### src/rtl/pooling_pkg.sv
// Shared types and fixed-point sizing for the pooling sequencer.
package pooling_pkg;
  localparam int IL   = 4;
  localparam int FL   = 16;
  localparam int DW   = IL + FL;
  localparam int size = 4;

  typedef logic [DW-1:0] fx_t;

  typedef enum logic [2:0] {IDLE, FETCH, LAUNCH, WAIT, WRITE, FIN} pool_ctrl_state_t;
endpackage

### src/rtl/pool_addr_gen.sv
// Window counters plus read/write address generation for 2x2 stride-2 pooling.
module pool_addr_gen #(
  parameter int DIM_W  = 7,
  parameter int ADDR_W = 16
) (
  input  logic              clk,
  input  logic              rst,
  input  logic              load,
  input  logic              advance,
  input  logic [1:0]        k,
  input  logic [DIM_W-1:0]  cfg_width,
  input  logic [DIM_W-1:0]  cfg_height,
  input  logic [ADDR_W-1:0] in_base,
  input  logic [ADDR_W-1:0] out_base,
  output logic [ADDR_W-1:0] rd_addr,
  output logic [ADDR_W-1:0] wr_addr,
  output logic              last_window
);
  logic [DIM_W-1:0]  width, ow, oh, wr, wc;
  logic [ADDR_W-1:0] ib, ob;

  always_ff @(posedge clk) begin
    if (rst) begin
      width <= '0; ow <= '0; oh <= '0; wr <= '0; wc <= '0;
      ib <= '0; ob <= '0;
    end else if (load) begin
      width <= cfg_width;
      ow    <= cfg_width >> 1;
      oh    <= cfg_height >> 1;
      ib    <= in_base;
      ob    <= out_base;
      wr    <= '0;
      wc    <= '0;
    end else if (advance) begin
      if (wc == ow - DIM_W'(1)) begin
        wc <= '0;
        wr <= wr + DIM_W'(1);
      end else begin
        wc <= wc + DIM_W'(1);
      end
    end
  end

  // k[1] selects the lower row of the window, k[0] the right column
  assign rd_addr = ib + ADDR_W'({wr, k[1]}) * ADDR_W'(width) + ADDR_W'({wc, k[0]});
  assign wr_addr = ob + ADDR_W'(wr) * ADDR_W'(ow) + ADDR_W'(wc);
  assign last_window = (wr == oh - DIM_W'(1)) && (wc == ow - DIM_W'(1));
endmodule

### src/rtl/pooling_controller.sv
// Sequences 2x2 windows from activation memory through a shared mean-pooling unit.
module pooling_controller #(
  parameter int IL     = 4,
  parameter int FL     = 16,
  parameter int size   = 4,
  parameter int DIM_W  = 7,
  parameter int ADDR_W = 16,
  localparam int DW    = IL + FL
) (
  input  logic                     clk,
  input  logic                     rst,
  input  logic                     start,
  input  logic [DIM_W-1:0]         cfg_width,
  input  logic [DIM_W-1:0]         cfg_height,
  input  logic [ADDR_W-1:0]        in_base,
  input  logic [ADDR_W-1:0]        out_base,
  output logic                     busy,
  output logic                     done,
  output logic                     mem_rd_en,
  output logic [ADDR_W-1:0]        mem_rd_addr,
  input  logic [DW-1:0]            mem_rd_data,
  output logic [size-1:0][DW-1:0]  pool_im,
  output logic                     pool_en,
  output logic                     pool_input_ready,
  input  logic [DW-1:0]            pool_om,
  input  logic                     pool_done,
  output logic                     wr_en,
  output logic [ADDR_W-1:0]        wr_addr,
  output logic [DW-1:0]            wr_data
);
  import pooling_pkg::*;

  pool_ctrl_state_t state, next;
  logic [2:0] fcnt;
  logic [1:0] cap_idx;
  logic       armed, load, advance, last_window;

  pool_addr_gen #(.DIM_W(DIM_W), .ADDR_W(ADDR_W)) u_addr (
    .clk(clk), .rst(rst), .load(load), .advance(advance), .k(fcnt[1:0]),
    .cfg_width(cfg_width), .cfg_height(cfg_height),
    .in_base(in_base), .out_base(out_base),
    .rd_addr(mem_rd_addr), .wr_addr(wr_addr), .last_window(last_window)
  );

  // data for read k arrives while fcnt == k+1
  assign cap_idx = fcnt[1:0] - 2'd1;

  always_ff @(posedge clk) begin
    if (rst) begin
      state   <= IDLE;
      fcnt    <= '0;
      armed   <= 1'b0;
      pool_im <= '0;
      wr_data <= '0;
    end else begin
      state <= next;
      if (state == FETCH) begin
        fcnt <= fcnt + 3'd1;
        if (fcnt != 3'd0) pool_im[cap_idx] <= mem_rd_data;
      end else begin
        fcnt <= '0;
      end
      // a done level left over from the previous window must drop before it counts
      if (state == LAUNCH) armed <= !pool_done;
      else if (state == WAIT && !pool_done) armed <= 1'b1;
      if (state == WAIT && armed && pool_done) wr_data <= pool_om;
    end
  end

  always_comb begin
    next             = state;
    mem_rd_en        = 1'b0;
    pool_input_ready = 1'b0;
    wr_en            = 1'b0;
    done             = 1'b0;
    load             = 1'b0;
    advance          = 1'b0;
    case (state)
      IDLE: if (start) begin
        load = 1'b1;
        next = (cfg_width[DIM_W-1:1] == '0 || cfg_height[DIM_W-1:1] == '0) ? FIN : FETCH;
      end
      FETCH: begin
        mem_rd_en = !fcnt[2];
        if (fcnt == 3'd4) next = LAUNCH;
      end
      LAUNCH: begin
        pool_input_ready = 1'b1;
        next = WAIT;
      end
      WAIT: if (armed && pool_done) next = WRITE;
      WRITE: begin
        wr_en   = 1'b1;
        advance = 1'b1;
        next    = last_window ? FIN : FETCH;
      end
      FIN: begin
        done = 1'b1;
        next = IDLE;
      end
      default: next = IDLE;
    endcase
  end

  assign busy    = (state != IDLE);
  assign pool_en = busy;
endmodule

### config.mk
export PLATFORM = sky130hd
export DESIGN_NAME = pooling_controller
export DESIGN_NICKNAME = d
export VERILOG_FILES = /design/src/rtl/pooling_pkg.sv /design/src/rtl/pool_addr_gen.sv /design/src/rtl/pooling_controller.sv
export SDC_FILE = /design/constraint.sdc
export NUM_CORES = 1
export LEC_CHECK = 0
export CORE_UTILIZATION = 52
export CTS_CLUSTER_DIAMETER = 80
export DETAILED_ROUTE_END_ITERATION = 6
export GPL_TIMING_DRIVEN = 0
export PLACE_DENSITY = 0.82
export SETUP_SLACK_MARGIN = 0.3
export SLEW_MARGIN = 40
export SYNTH_ARGS = -nofsm -noshare
export SYNTH_HDL_FRONTEND = slang
export SYNTH_SLANG_ARGS = --single-unit
### constraint.sdc
create_clock -name clk -period 7.9 [get_ports clk]
set_input_delay 1.58 -clock clk [delete_from_list [all_inputs] [get_ports clk]]
set_output_delay 1.58 -clock clk [all_outputs]
set_load 0.05 [all_outputs]
==> impl_metrics.json, run 1 <==
{
  "crit_start": "u_addr.width[2]$_SDFFE_PP0P_",
  "path_cells": "buf_6 > nand2_1 > fa_1 > fa_1 > fa_1 > inv_2 > ha_4 > nor2b_4 > o31a_1 > or4_4 > nand2_1 > xnor2_1 > ha_1 > ha_2 > nand3_1 > o211ai_1 > a21oi_1 > o31ai_2 > nand4_1 > o311ai_1 > buf_4",
  "grt_pass1_wl_mm": 47.9,
  "report.final.slew_viol_count": 0,
  "p_per_area_mw_per_mm2": 144,
  "dr_total_vias": 9914,
  "grt_overflow_total": 0,
  "place.gp.congestion": 0.882,
  "coreArea_mm2": 0.0197,
  "cts.path.max_buffers": 2,
  "start_util": 0.536,
  "fmax_mhz": 133,
  "synthArstFlopShare": 0,
  "syn_nets": 1551,
  "slowest_delay_ps": 570,
  "fill_cells": 1541,
  "grt_pass1_vias": 9887,
  "layout_commonest_cell": "nand2_1",
  "track_usage": 0.299,
  "irDropWorstVdd_mv": 0.159,
  "drtIter0Drc": 502,
  "power.share.clock": 0.420,
  "synth_cell_types": 59,
  "dieArea_mm2": 0.0208,
  "hpwl_mm": 23.3,
  "ys_warn_count": 0,
  "clk_pin_slew_ps": 80,
  "drc": 0,
  "p_total_uw": 2030,
  "synth-main-ff-cell": "dfxtp_1",
  "setup_viol": 0,
  "tightest_slew_ps": 724,
  "r2r_slack_ps": 5240,
  "crit_fanout": 8,
  "timing_worst_setup_path_type": "reg -> out",
  "fp.dieH_um": 144,
  "grt_max_degree": 21,
  "ff2ff_path_depth": 10,
  "final_cell_mix": "nand2_1 (333), clkdlybuf4s50_1 (218), a21oi_1 (171), dfxtp_1 (155), inv_1 (151)",
  "via_per_inst": 5.34,
  "cts_tree": "done",
  "p_seq_frac": 0.427,
  "synth_edf_count": 0,
  "syn_area_mm2": 0.0105,
  "cp-start-kind": "flip-flop",
  "status": "finished clean",
  "ys_ff_latch": 166,
  "cts_sinks": 166,
  "port_buffers": 225,
  "cts_buffers": 17,
  "cpMostUsedCell": "fa_1",
  "hold_violations": 0,
  "rows": 51,
  "worst_setup_path_end_kind": "output pin",
  "ys_seq_area_frac": 0.316,
  "final_util": 0.720,
  "postSynthCellCount": 1316,
  "r2r-end": "u_addr.wc[6]$_SDFFE_PP0P_",
  "swShare": 0.305,
  "area_growth_pct": 34.4,
  "drive_gt1_frac": 0.0843,
  "h-tree-depth": 4,
  "p_comb_frac": 0.154,
  "firstDrtPassIters": 5,
  "fp.dieW_um": 144,
  "required_ps": 6320,
  "relSlewSlack": 0.516,
  "hold_depth": 2,
  "holdWs_ps": 454,
  "p_leak_uw": 0.00595,
  "internal-power_uw": 1410,
  "crit_buf_inv": 3,
  "period_minus_slack_ps": 7510,
  "io_pins": 228,
  "min_from": "pool_im[38]$_SDFFE_PP0P_",
  "r2r_start": "u_addr.width[2]$_SDFFE_PP0P_",
  "syn_avg_cell_area_um2": 8.00,
  "routed_wl_mm": 31.1,
  "arrival_ps": 5930,
  "rsz0062_at_grt": "yes",
  "cap_violations": 0,
  "skew_ps": 13.5,
  "switchingPower_uw": 620,
  "antenna_cells": 0,
  "slowest_stage": "or4_4",
  "cts-root-buf": "clkbuf_16",
  "clkLatencyLatePin_ps": 450,
  "nNetsFinal": 1812,
  "hold_class": "reg -> reg",
  "ant_nets": 0,
  "finalCritPeriodShare": 0.950,
  "min_to": "pool_im[38]$_SDFFE_PP0P_",
  "antenna_found_initial": 0,
  "wire_per_inst_um": 16.8,
  "crit_family": "adder cells"
}
## cell type report
class                      count  area, um^2  area share
multi-input combinational    932        6530       0.461
sequential                   166        3350       0.237
timing repair buffer         242        2360       0.167
inverter                     153         574      0.0406
clock buffer                  17         425      0.0301
buffer                        65         385      0.0272
tap                          265         332      0.0234
clock inverter                15         194      0.0137
## Yosys cell counts, drive strengths merged, types with 5 or more instances
master  count  area, um^2
o21ai      18        90.1
nand4      11        68.8
inv       153         574
nand2     334        1250
dfxtp     166        3320
fa         67        1340
a21oi     173         866
a211oi      5        50.1
nor2b       5        31.3
nand3       9        45.0
ha         78         976
xnor2      38         333
nand2b      7        43.8
and2       40         255
clkbuf     49         184
nor3       14        75.1
a21o        8        60.1
buf        16        95.1
xor2       15         131
a31o        5        52.6
nor2       43         186
a31oi       5        31.3
## per-layer routing
metal / share of wire / global-route usage
met2: 0.51 / 0.530
met3: 0.086 / 0.0924
met4: 0.034 / 0.140
met1: 0.37 / 0.324
met5: 0 / 0
## worst reg2reg max path: stages (launching register included)
cell and delay, ps:
dfxtp_2 370, buf_6 140, inv_1 90, ha_1 260, o21bai_1 210, a211o_1 340, a31o_4 280, a211oi_4 480
or2_1 180, buf_6 150, nor2_2 60
## worst max path at each step
stage	endpoint	slack (ps)	cells past startpoint
2_1_floorplan	wr_addr[14]	360	19
3_5_place_dp	wr_addr[15]	-410	19
6_report	wr_addr[14]	390	21
3_3_place_gp	wr_addr[15]	-340	19
4_1_cts	wr_addr[15]	220	19
5_1_grt	wr_addr[14]	240	21
## power groups by stage
stage                     logic, uW  registers [uW]  clock network, uW
after CTS                       304             869                862
final                           312             869                854
after global placement          296             887                  0
after global routing            337             870                896
after detailed placement        300             887                  0
after floorplan                 179             886                  0
## sequential cells by signal, indices dropped and copies added (netlist names), 6 cells and up
name and count:
wr_data 20, pool_im 80, u_addr.oh 6, u_addr.ob 16, u_addr.ib 16, u_addr.wr 7, u_addr.width 7, u_addr.wc 7
## logic make-up after synthesis
logic type                 share of synthesized area
muxes                                       0.000950
AOI/OAI and AO/OA                              0.135
buffers and inverters                         0.0810
xor gates and xnor gates                      0.0441
and+or+nand+nor                                0.203
adders and majority gates                      0.220
DFF                                            0.316
## metrics by stage
step           setup TNS (ps)  cell area [um^2]  instances  setup WS (ps)
2_1_floorplan               0             10500       1316            356
3_3_place_gp             -438             13100       1806           -335
3_5_place_dp             -600             13100       1806           -409
4_1_cts                     0             13800       1838            219
5_1_grt                     0             14100       1855            239
6_report                    0             14100       1855            391
## timing repair
item / CTS / global route
setup buffers: 0 / 17
gates resized for setup: 56 / 57
pin swaps: 0 / 25
cloned: 0 / 0
hold buffers: 0 / 0
endpoints found under the setup margin: 7 / 7
No activity file was read; power rests on OpenSTA's default activity.
==> run 2: changes to the inputs <==
--- a/config.mk
+++ b/config.mk
@@ -5,6 +5,7 @@
 export SDC_FILE = /design/constraint.sdc
 export NUM_CORES = 1
 export LEC_CHECK = 0
+export CORE_ASPECT_RATIO = 0.5
 export CORE_UTILIZATION = 52
 export CTS_CLUSTER_DIAMETER = 80
 export DETAILED_ROUTE_END_ITERATION = 6
==> run 2 against run 1 <==
Compared with the run above:
- fmax increased by 1.0%
- largest power group unchanged
- non-clock buffer count shrank 10
- first-iteration DRC count up 15%
- critical path type unchanged
- largest cell class unchanged
- worst hold slack lost 0.91 ps
- critical endpoint is now wr_addr[15]
- combinational power shrank 2%
==> impl_metrics.json, run 2 (synthesis results as in run 1) <==
{
  "status": "finished clean",
  "grt_pass1_vias": 9642,
  "regMostFlops": "pool_im",
  "dieArea_mm2": 0.0209,
  "coreArea_mm2": 0.0196,
  "drtIter0Drc": 578,
  "finalCritPeriodShare": 0.941,
  "dr_total_vias": 9666,
  "r2r_start": "u_addr.width[2]$_SDFFE_PP0P_",
  "irDropWorstVdd_mv": 0.153,
  "drc": 0,
  "clk_pin_slew_ps": 70,
  "ant_nets": 0,
  "cts_buffers": 17,
  "cts.path.max_buffers": 2,
  "via_per_inst": 5.24,
  "cts_tree": "done",
  "relSlewSlack": 0.506,
  "fmax_mhz": 135,
  "ff2ff_path_depth": 10,
  "place.gp.congestion": 0.923,
  "hold_class": "reg -> reg",
  "largestRegisters": "pool_im: 80 flops, wr_data: 20 flops",
  "skew_ps": 8.80,
  "fp.dieW_um": 203,
  "final_cell_area_mm2": 0.0139,
  "wire_per_inst_um": 16.4,
  "io_pins": 228,
  "cts-root-buf": "clkbuf_16",
  "worst_setup_path_end_kind": "output pin",
  "area_growth_pct": 32.4,
  "fp.dieH_um": 103,
  "hpwl_mm": 23.6,
  "antenna_found_initial": 0,
  "antenna_cells": 0,
  "track_usage": 0.291,
  "clkLatencyLatePin_ps": 430,
  "r2r-end": "u_addr.wc[5]$_SDFFE_PP0P_",
  "timing_worst_setup_path_type": "reg -> out",
  "period_minus_slack_ps": 7430,
  "grt_pass1_wl_mm": 47.4,
  "placed_cell_area_mm2": 0.0131,
  "p_per_area_mw_per_mm2": 146,
  "p_leak_uw": 0.00586,
  "grt_max_degree": 17,
  "port_buffers": 225,
  "grt_overflow_total": 0,
  "largest_reg_flops": 80,
  "arrival_ps": 5850,
  "crit_end": "wr_addr[15]",
  "h-tree-depth": 4,
  "nNetsFinal": 1802,
  "routed_wl_mm": 30.2,
  "cts_hold_buf": 0,
  "crit_fanout": 10,
  "cts_sinks": 166,
  "rsz0062_at_grt": "no",
  "required_ps": 6320,
  "tightest_slew_ps": 738,
  "start_util": 0.536,
  "fin_setup_tns_ps": 0,
  "min_from": "pool_im[75]$_SDFFE_PP0P_",
  "holdWs_ps": 453,
  "cap_violations": 0,
  "setup_viol": 0,
  "crit_start": "u_addr.width[4]$_SDFFE_PP0P_",
  "report.final.slew_viol_count": 0,
  "layout_commonest_cell": "nand2_1",
  "cp-start-kind": "flip-flop",
  "firstDrtPassIters": 5,
  "final_util": 0.710,
  "r2r_slack_ps": 5260,
  "hold_violations": 0,
  "final_cell_mix": "nand2_1 (334), clkdlybuf4s50_1 (218), a21oi_1 (172), dfxtp_1 (158), inv_1 (153)",
  "rows": 36,
  "drive_gt1_frac": 0.0672
}
## run 2: changes by cell type in the layout (fill, tap and decap cells not counted), moves of 3 or more
cell,previous run,this run
buf_6,5,9
dfxtp_2,6,3
buf_4,20,10
dfxtp_1,155,158
buf_8,6,1
bufinv_16,0,3
ha_1,71,74
clkinv_8,6,0
clkbuf_1,41,44
inv_8,4,1
## run 2: cell type report
type	count	area [um^2]
plain buffers	65	369
clock buffers	20	437
clock inverters	10	148
fillers	1561	5690
inverters	153	574
multi-input cells	932	6450
flip-flops and latches	166	3350
well taps	266	333
repair buffers	232	2290
## run 2: stage by stage
| stage | setup slack [ps] | power, uW | instances |
|---|---|---|---|
| 2_1_floorplan | 356 | 1070 | 1316 |
| 3_3_place_gp | -317 | 1180 | 1807 |
| 3_5_place_dp | -445 | 1190 | 1807 |
| 4_1_cts | 307 | 2040 | 1837 |
| 5_1_grt | 278 | 2110 | 1844 |
| 6_report | 468 | 2040 | 1844 |
## run 2: worst min path at each step
stage / slack [ps] / cells after the start / to
floorplan: 440 / 2 / u_addr.ib[0]$_SDFFE_PP0P_
detailed placement: 450 / 2 / wr_data[3]$_SDFFE_PP0P_
CTS: 450 / 2 / wr_data[3]$_SDFFE_PP0P_
global placement: 440 / 2 / pool_im[42]$_SDFFE_PP0P_
global route: 470 / 2 / wr_data[3]$_SDFFE_PP0P_
finish: 450 / 2 / pool_im[75]$_SDFFE_PP0P_
## run 2: worst max-delay path, cell delays in order, from the launching register on
cell,delay [ps]
dfxtp_4,370
buf_6,140
nand2_1,80
fa_1,590
fa_1,450
fa_1,520
inv_1,70
ha_4,250
nor2b_1,140
o31a_1,250
or4_4,460
a2111oi_4,390
nor3b_2,110
ha_1,350
ha_4,280
a21o_1,170
and3_1,180
a221oi_2,250
xnor2_1,150
buf_4,210
## run 2: routing by layer
layer / wire length [um] / global-route usage / part of all wire
met1: 12800 / 0.363 / 0.42
met2: 14500 / 0.502 / 0.48
met3: 2370 / 0.0752 / 0.079
met4: 487 / 0.0844 / 0.016
met5: 50 / 0.0179 / 0.0017
## run 2: what timing repair did
item                       4_1_cts  5_1_grt
gates resized for setup         50       44
setup buffers                    0        7
pin swaps                        0        8
setup endpoints to repair        7        7
## run 2: power breakdown
group	switching (uW)	leakage [uW]	internal, uW
logic	182	0.00423	124
clock network	362	0.000279	498
registers	16.9	0.00135	854
total	561	0.00586	1480
==> run 3: changes to the inputs <==
--- a/config.mk
+++ b/config.mk
@@ -8,6 +8,7 @@
 export CORE_ASPECT_RATIO = 0.5
 export CORE_UTILIZATION = 52
 export CTS_CLUSTER_DIAMETER = 80
+export CTS_CLUSTER_SIZE = 14
 export DETAILED_ROUTE_END_ITERATION = 6
 export GPL_TIMING_DRIVEN = 0
 export PLACE_DENSITY = 0.82
==> results of run 3 <==
Final layout, timing and power as in run 2 (identical DEF).
